### config.mk
export PLATFORM = sky130hd
export DESIGN_NAME = pool_channel_scheduler
export DESIGN_NICKNAME = d
export VERILOG_FILES = /design/src/rtl/pool_channel_scheduler.sv
export SDC_FILE = /design/constraint.sdc
export NUM_CORES = 1
export LEC_CHECK = 0
export ABC_AREA = 0
export CORE_MARGIN = 2
export CORE_UTILIZATION = 46
export CTS_CLUSTER_SIZE = 12
export DETAILED_ROUTE_END_ITERATION = 16
export HOLD_SLACK_MARGIN = 0.05
export PLACE_DENSITY_LB_ADDON = 0.15
export SETUP_SLACK_MARGIN = 0.2
export SYNTH_ARGS = -nofsm -noshare
export SYNTH_HDL_FRONTEND = slang
export SYNTH_SLANG_ARGS = --single-unit
export TNS_END_PERCENT = 30
### constraint.sdc
create_clock -name clk -period 2.95 [get_ports clk]
set_clock_uncertainty 0.05 [all_clocks]
set_input_delay 0.59 -clock clk [delete_from_list [all_inputs] [get_ports clk]]
set_output_delay 0.59 -clock clk [all_outputs]
set_load 0.1 [all_outputs]
### src/rtl/pool_channel_scheduler.sv
// Feeds num_channels frames through a pooling core, one channel at a time, and
// tags every pooled result with its channel index and an end-of-channel flag.
module pool_channel_scheduler #(
  parameter int INPUT_X  = 5,
  parameter int INPUT_Y  = 5,
  parameter int OUT_X    = 3,
  parameter int OUT_Y    = 3,
  parameter int CH_WIDTH = 8
) (
  input  logic                clk,
  input  logic                rst,
  input  logic                start,
  input  logic [CH_WIDTH-1:0] num_channels,
  output logic                busy,
  output logic                done,
  input  logic                src_valid,
  output logic                src_ready,
  input  logic [31:0]         src_data,
  output logic                core_sof,
  output logic                core_input_valid,
  output logic [31:0]         core_d_in,
  input  logic                core_output_valid,
  input  logic [31:0]         core_d_out,
  output logic                out_valid,
  output logic [31:0]         out_data,
  output logic [CH_WIDTH-1:0] out_channel,
  output logic                out_last
);

  localparam int IN_TOTAL  = INPUT_X * INPUT_Y;
  localparam int OUT_TOTAL = OUT_X * OUT_Y;
  localparam int CNT_MAX   = (IN_TOTAL > OUT_TOTAL) ? IN_TOTAL : OUT_TOTAL;
  localparam int CNT_W     = $clog2(CNT_MAX + 1);

  localparam logic [CNT_W-1:0]    CNT_ONE  = CNT_W'(1);
  localparam logic [CNT_W-1:0]    IN_LAST  = CNT_W'(IN_TOTAL - 1);
  localparam logic [CNT_W-1:0]    OUT_LAST = CNT_W'(OUT_TOTAL - 1);
  localparam logic [CNT_W-1:0]    OUT_TERM = CNT_W'(OUT_TOTAL);
  localparam logic [CH_WIDTH-1:0] CH_ONE   = CH_WIDTH'(1);

  typedef enum logic [1:0] {IDLE, FEED, DRAIN, FIN} state_e;

  state_e              state_q, state_d;
  logic [CNT_W-1:0]    in_cnt_q, in_cnt_d;
  logic [CNT_W-1:0]    out_cnt_q, out_cnt_d;
  logic [CH_WIDTH-1:0] ch_idx_q, ch_idx_d;
  logic [CH_WIDTH-1:0] num_ch_q, num_ch_d;

  logic                done_q;
  logic                core_sof_q, core_iv_q;
  logic [31:0]         core_d_in_q;
  logic                out_valid_q, out_last_q;
  logic [31:0]         out_data_q;
  logic [CH_WIDTH-1:0] out_channel_q;

  logic accept;
  logic res_ok;

  assign accept = src_valid && (state_q == FEED);
  assign res_ok = core_output_valid && ((state_q == FEED) || (state_q == DRAIN));

  always_comb begin
    state_d   = state_q;
    in_cnt_d  = in_cnt_q;
    out_cnt_d = out_cnt_q;
    ch_idx_d  = ch_idx_q;
    num_ch_d  = num_ch_q;

    if (res_ok) out_cnt_d = out_cnt_q + CNT_ONE;

    unique case (state_q)
      IDLE: begin
        if (start) begin
          if (num_channels != '0) begin
            num_ch_d  = num_channels;
            ch_idx_d  = '0;
            in_cnt_d  = '0;
            out_cnt_d = '0;
            state_d   = FEED;
          end else begin
            state_d = FIN;
          end
        end
      end
      FEED: begin
        if (accept) begin
          in_cnt_d = in_cnt_q + CNT_ONE;
          if (in_cnt_q == IN_LAST) state_d = DRAIN;
        end
      end
      DRAIN: begin
        // Compare the already-updated count so a result landing this cycle closes the channel.
        if (out_cnt_d >= OUT_TERM) begin
          in_cnt_d  = '0;
          out_cnt_d = '0;
          if (ch_idx_q == num_ch_q - CH_ONE) begin
            state_d = FIN;
          end else begin
            ch_idx_d = ch_idx_q + CH_ONE;
            state_d  = FEED;
          end
        end
      end
      FIN: state_d = IDLE;
      default: state_d = IDLE;
    endcase
  end

  always_ff @(posedge clk) begin
    if (rst) begin
      state_q       <= IDLE;
      in_cnt_q      <= '0;
      out_cnt_q     <= '0;
      ch_idx_q      <= '0;
      num_ch_q      <= '0;
      done_q        <= 1'b0;
      core_sof_q    <= 1'b0;
      core_iv_q     <= 1'b0;
      core_d_in_q   <= '0;
      out_valid_q   <= 1'b0;
      out_last_q    <= 1'b0;
      out_data_q    <= '0;
      out_channel_q <= '0;
    end else begin
      state_q     <= state_d;
      in_cnt_q    <= in_cnt_d;
      out_cnt_q   <= out_cnt_d;
      ch_idx_q    <= ch_idx_d;
      num_ch_q    <= num_ch_d;
      done_q      <= (state_q == FIN);
      core_iv_q   <= accept;
      core_sof_q  <= accept && (in_cnt_q == '0);
      if (accept) core_d_in_q <= src_data;
      out_valid_q <= res_ok;
      out_last_q  <= res_ok && (out_cnt_q == OUT_LAST);
      if (res_ok) begin
        out_data_q    <= core_d_out;
        out_channel_q <= ch_idx_q;
      end
    end
  end

  // Outputs are masked by rst so they read zero during the reset cycle itself.
  assign busy             = !rst && (state_q != IDLE);
  assign done             = !rst && done_q;
  assign src_ready        = !rst && (state_q == FEED);
  assign core_sof         = !rst && core_sof_q;
  assign core_input_valid = !rst && core_iv_q;
  assign core_d_in        = rst ? '0 : core_d_in_q;
  assign out_valid        = !rst && out_valid_q;
  assign out_last         = !rst && out_last_q;
  assign out_data         = rst ? '0 : out_data_q;
  assign out_channel      = rst ? '0 : out_channel_q;

endmodule

=== Yosys cells after proc, flatten, opt, wreduce, memory -nomap -nowiden ===
Cells that the tools add are included.

* Add/sub/neg operators: 4
* Multipliers: 0
* Divide/modulo/power cells: 0
* $lt $le $gt $ge: 1
* Eq/ne operators: 12
* Shift operators: 0
* Multiplexer cells: 25
* Bitwise logic cells: 0
* Reduce and logical (&&, ||, !) cells: 23

{| class="wikitable"
|+ Operators with widths
! kind !! number
|-
| 32-bit 2-to-1 mux || 2
|-
| 5-bit 2-to-1 mux || 8
|-
| 8-bit 2-to-1 mux || 5
|-
| 8-bit case mux with 2 select lines || 1
|-
| 5-bit case mux with 3 select lines || 1
|-
| 2-bit 2-to-1 mux || 6
|-
| 1-bit logical AND || 11
|-
| 5-bit by 1-bit adder with 5-bit output (second input constant) || 2
|-
| 5-bit case mux with 2 select lines || 1
|-
| 5-bit AND reduction || 2
|-
| 8-bit by 1-bit adder with 8-bit output (second input constant) || 1
|-
| 8-bit == test || 1
|-
| 2-bit inequality test (second input constant) || 4
|-
| 2-bit case mux with 4 select lines || 1
|-
| 8-bit nonzero test || 1
|-
| 8-bit by 1-bit subtractor with 8-bit output (second input constant) || 1
|-
| 5-bit by 4-bit == test with 1-bit output (second input constant) || 1
|-
| 5-bit == test (second input constant) || 1
|-
| 5-bit by 4-bit greater-or-equal comparator with 1-bit output (second input constant) || 1
|-
| 5-bit logical NOT || 1
|-
| 2-bit == test (second input constant) || 2
|-
| 2-bit by 1-bit inequality test with 1-bit output (second input constant) || 2
|-
| 4-bit AND reduction || 1
|-
| 2-bit nonzero test || 2
|-
| other kinds (6) || 6
|}

* Register bits: 105
* Latch bits: 0
* Memory bits (writable): 0
* ROM bits: 0
* Output and inout port bits: 79
* Memories kept: 0

=== Depth between registers and ports, before layout ===
* Depth in word-level cells: 7
* Gate-level depth with buffers: 9
* Gate-level depth less buffers: 8

=== Worst setup path before layout ===
Ideal clock, no wire load.

* Path type: input to output
* From: input port rst
* To: output port busy
* Arrival time: 2.446 ns
* Slack: -0.136 ns
* Stages on the path: 4
* Buffers on the path: 3
* Path through: clkbuf_1 -> clkbuf_1 -> buf_1 -> nor2_1

* Longest elaborated chain between the ends: 2

{| class="wikitable"
|+ RTL lines
! what !! line !! source
|-
| from (decl) || 11 || <nowiki>input logic rst,</nowiki>
|-
| 1-bit logical NOT || 144 || <nowiki>assign busy = !rst && (state_q != IDLE);</nowiki>
|-
| 1-bit logical AND || 144 ||
|-
| to (decl) || 14 || <nowiki>output logic busy,</nowiki>
|}

Every way passes these cells.

=== Worst setup path after layout ===
* From: register num_ch_q[0]
* To: register ch_idx_q[3]

* Longest elaborated chain between the ends: 4

{| class="wikitable"
|+ RTL lines
! what !! line !! source
|-
| from (decl) || 47 || <nowiki>logic [CH_WIDTH-1:0] num_ch_q, num_ch_d;</nowiki>
|-
| from (signal assigned) || 129 || <nowiki>num_ch_q <= num_ch_d;</nowiki>
|-
| 8-bit by 1-bit subtractor with 8-bit output || 96 || <nowiki>if (ch_idx_q == num_ch_q - CH_ONE) begin</nowiki>
|-
| 8-bit == test || 96 ||
|-
| 2-bit inequality test (no line) || -- ||
|-
| 5-bit AND reduction (no line) || -- ||
|-
| to (signal assigned) || 128 || <nowiki>ch_idx_q <= ch_idx_d;</nowiki>
|-
| to (decl) || 46 || <nowiki>logic [CH_WIDTH-1:0] ch_idx_q, ch_idx_d;</nowiki>
|}

Every way passes these cells.
A chain may end at the register's enable or synchronous reset.

==> flow_metrics.py <==
metrics = {
    "hold_path": {
        "hold_class": "reg2reg",
    },
    "power": {
        "p_switching_w": 0.002617,
        "power.density_nw_per_um2": 820.1,
        "clockPowerShare": 0.150,
        "comb_power_share": 0.529,
        "leakagePower_nw": 2.701,
        "swShare": 0.4482,
        "p_int_w": 0.003222,
        "ir_drop_mv": 0.7240,
        "p_seq_frac": 0.321,
    },
    "clocking": {
        "clock_sinks": 105,
        "cts_buffers": 9,
        "cts_root_buf": "clkbuf_8",
        "cts.clk_slew.worst_paths_ns": 0.09,
        "ctsHoldBuffers": 0,
        "htreeDepth": 3,
        "cts_tree": "done",
        "clk-insertion-delay-late_ns": 0.36,
        "cts_max_path_buffers": 2,
    },
    "die": {
        "dieArea_um2": 10960,
        "dieWidth_um": 104.7,
        "fp.dieH_um": 104.7,
        "num_rows": 36,
        "num_io_pins": 156,
        "core_um2": 9819,
        "floorplan.initialDensity": 0.4752,
    },
    "finish": {
        "stdcell_count": 822,
        "nNetsFinal": 771,
        "n_antenna_cell": 0,
        "area_growth_pct": 52.59,
        "drive_gt1_frac": 0.2061,
    },
    "synth": {
        "ys_seq_area_frac": 0.4505,
        "ys_top_cells_by_area": "dfxtp_1 45%, nor2b_1 11%, o22a_1 6.6%",
        "ys_ff_latch": 105,
        "netlist-cell-type-count": 49,
        "syn_inst": 537,
        "synth_ff_type": "dfxtp_1",
        "synth_fp_nets": 624,
        "syn_area_per_cell_um2": 8.689,
        "netlist_area_um2": 4666,
        "ys.warnings.count": 0,
        "async_flop_share": 0,
        "yosysMostFrequentCell": "dfxtp_1",
        "yosys.area.top_type": "dfxtp_1",
        "netlist_top_cells_count": "105 x dfxtp_1, 80 x nor2b_1, 78 x nand2_1",
        "synth_top_cell_area_share": 0.4505,
        "synth_edf_count": 0,
    },
    "global_routing": {
        "overflow": 0,
        "antenna_found_initial": 0,
        "grt.met3_usage": 0.06675,
        "grt_use_met1": 0.2756,
        "grt_max_degree": 52,
        "grt_pass1_wl_um": 20460,
        "grt.busiest_layer": "met2",
        "grt_pass1_vias": 4226,
        "track_usage": 0.2276,
        "met2_usage": 0.3940,
    },
    "timing": {
        "layout_min_cycle_time_ns": 2.720,
        "finalCritPeriodShare": 0.9222,
        "worst_slew_pin_slew_ns": 0.5290,
        "setup_slack_ns": 0.2295,
        "setup_violations": 0,
        "relSlewSlack": 0.6466,
        "drv_slew": 0,
        "rsz0062_at_grt": "yes",
        "clock.fmax_ghz": 0.3676,
        "hold_viol_final": 0,
    },
    "setup_path": {
        "arrival_ns": 2.95,
        "worstSetupStartpointType": "flip-flop",
        "path_max_fanout": 6,
        "worst_ep_required_time_ns": 3.18,
        "path_class": "reg2reg",
        "endpoint_kind": "flip-flop",
    },
    "placement": {
        "pre_cts_ws_ns": 0.03049,
        "port_buffers": 155,
        "detailed_place_hpwl_um": 9088,
        "dp.cells": 805,
        "gp_congestion": 0.8221,
    },
    "outcome": {
        "status": "finished, final reports clean",
    },
    "drt": {
        "drc": 0,
        "final_antenna_net_count": 0,
        "firstDrtPassIters": 4,
        "wl_per_cell_um": 15.11,
        "first_iter_violations": 157,
        "vias_per_cell": 5.282,
        "via_count": 4342,
        "wl_um": 12420,
    },
    "flow_run": {
        "maxCapViolCount": 0,
    },
}
## state kept, by name, indices dropped and copies added (netlist names)
register       cells
out_valid_q        1
state_q            2
ch_idx_q           8
out_data_q        32
core_sof_q         1
done_q             1
core_d_in_q       32
out_last_q         1
in_cnt_q           5
num_ch_q           8
out_channel_q      8
out_cnt_q          5
core_iv_q          1
## per-layer routing
| metal | vias to the layer above | routed length (um) |
|---|---|---|
| met5 | - | 0 |
| met4 | 0 | 195 |
| met3 | 14 | 819 |
| met2 | 134 | 6108 |
| met1 | 2059 | 5298 |
| li1 | 2135 | - |
## cells by family (layout without fill, tap and decap cells)
family / count (synthesis) / after routing / share of synthesized area
and+or+nand+nor: 229 / 229 / 0.2558
DFF: 105 / 105 / 0.4505
buffers and inverters: 53 / 205 / 0.04264
adders and majority gates: 10 / 10 / 0.02682
muxes: 8 / 8 / 0.01770
AOI/OAI and AO/OA: 122 / 122 / 0.1877
xor gates and xnor gates: 10 / 10 / 0.01877
## cell usage in the layout, fill, tap and decap left out, types with 2 or more instances in the layout
cell             Yosys  final
or3b_2               2      2
nor2b_2              0     21
nand3_1             13     13
mux2i_1              6      6
nor2_2               0      2
a21oi_1             42     42
nor2b_1             80     59
nor3_1               6      6
dfxtp_1            105    105
o31ai_1              2      2
or4_1                2      2
a2bb2oi_1            6      6
a21o_1               2      2
xnor2_1              8      8
and2_1               5      5
and3_1               2      2
inv_1               19     19
buf_12               0     56
or3_1                9      9
nand2b_1             2      2
nor4_1               2      2
o211a_1              2      2
clkdlybuf4s50_1      0     75
clkinv_2             0      2
clkbuf_8             0      9
a211oi_1             4      4
nor2_1              20     18
o21ai_0             12     11
buf_4                0     39
o32ai_1              5      5
mux2_2               2      2
nand2_1             78     78
o22a_1              35     35
clkbuf_1            28      2
ha_1                10     10
xor2_1               2      2
## path summary, 6_finish.rpt
check / cells after the start / end / slack [ns] / from
min reg2reg: 2 / core_d_in_q[3] / 0.40 / core_d_in_q[3]
max: 7 / ch_idx_q[3] / 0.23 / num_ch_q[0]
min: 2 / core_d_in_q[3] / 0.40 / core_d_in_q[3]
max reg2reg: 7 / ch_idx_q[3] / 0.23 / num_ch_q[0]
## through the flow
stage          power [W]    util  area, um2  hold slack (ns)  setup TNS, ns
6_report        0.005839  0.7250       7119           0.4032              0
5_1_grt         0.006121  0.7250       7119           0.4263              0
4_1_cts         0.005871  0.7238       7107           0.4069              0
3_5_place_dp    0.004993  0.7046       6919           0.3939              0
3_3_place_gp    0.004917  0.7046       6919           0.3869              0
2_1_floorplan   0.004072       -       4718           0.3790        -0.5433
## area by class of cell
cell class	instances	area (um2)
Sequential cell	105	2102
Inverter	19	71.32
Multi-Input combinational cell	379	2427
Clock inverter	5	56.30
Timing Repair Buffer	170	2165
Tap cell	133	166.4
Fill cell	745	2700
Clock buffer	11	131.4
## power groups by stage
stage | clock [W] | sequential, W | combinational (W)
detailed placement | 0 | 0.00190 | 0.00309
finish | 0.000877 | 0.00187 | 0.00309
global route | 0.000959 | 0.00190 | 0.00326
floorplan | 0 | 0.00186 | 0.00221
CTS | 0.000898 | 0.00187 | 0.00310
global placement | 0 | 0.00189 | 0.00303
## timing repair
item	in CTS	in global routing
setup endpoints to repair	0	9
resized for setup	0	2
buffers inserted	0	1
## critical path, cell delays in order (launching register included)
cell and delay (ns):
dfxtp_1 0.37, or4_4 0.57, or4b_1 0.52, a21o_1 0.21
a221oi_4 0.44, buf_4 0.21, nor3_1 0.05, o32ai_1 0.21
Note: power is estimated with default switching activity, not from simulation.
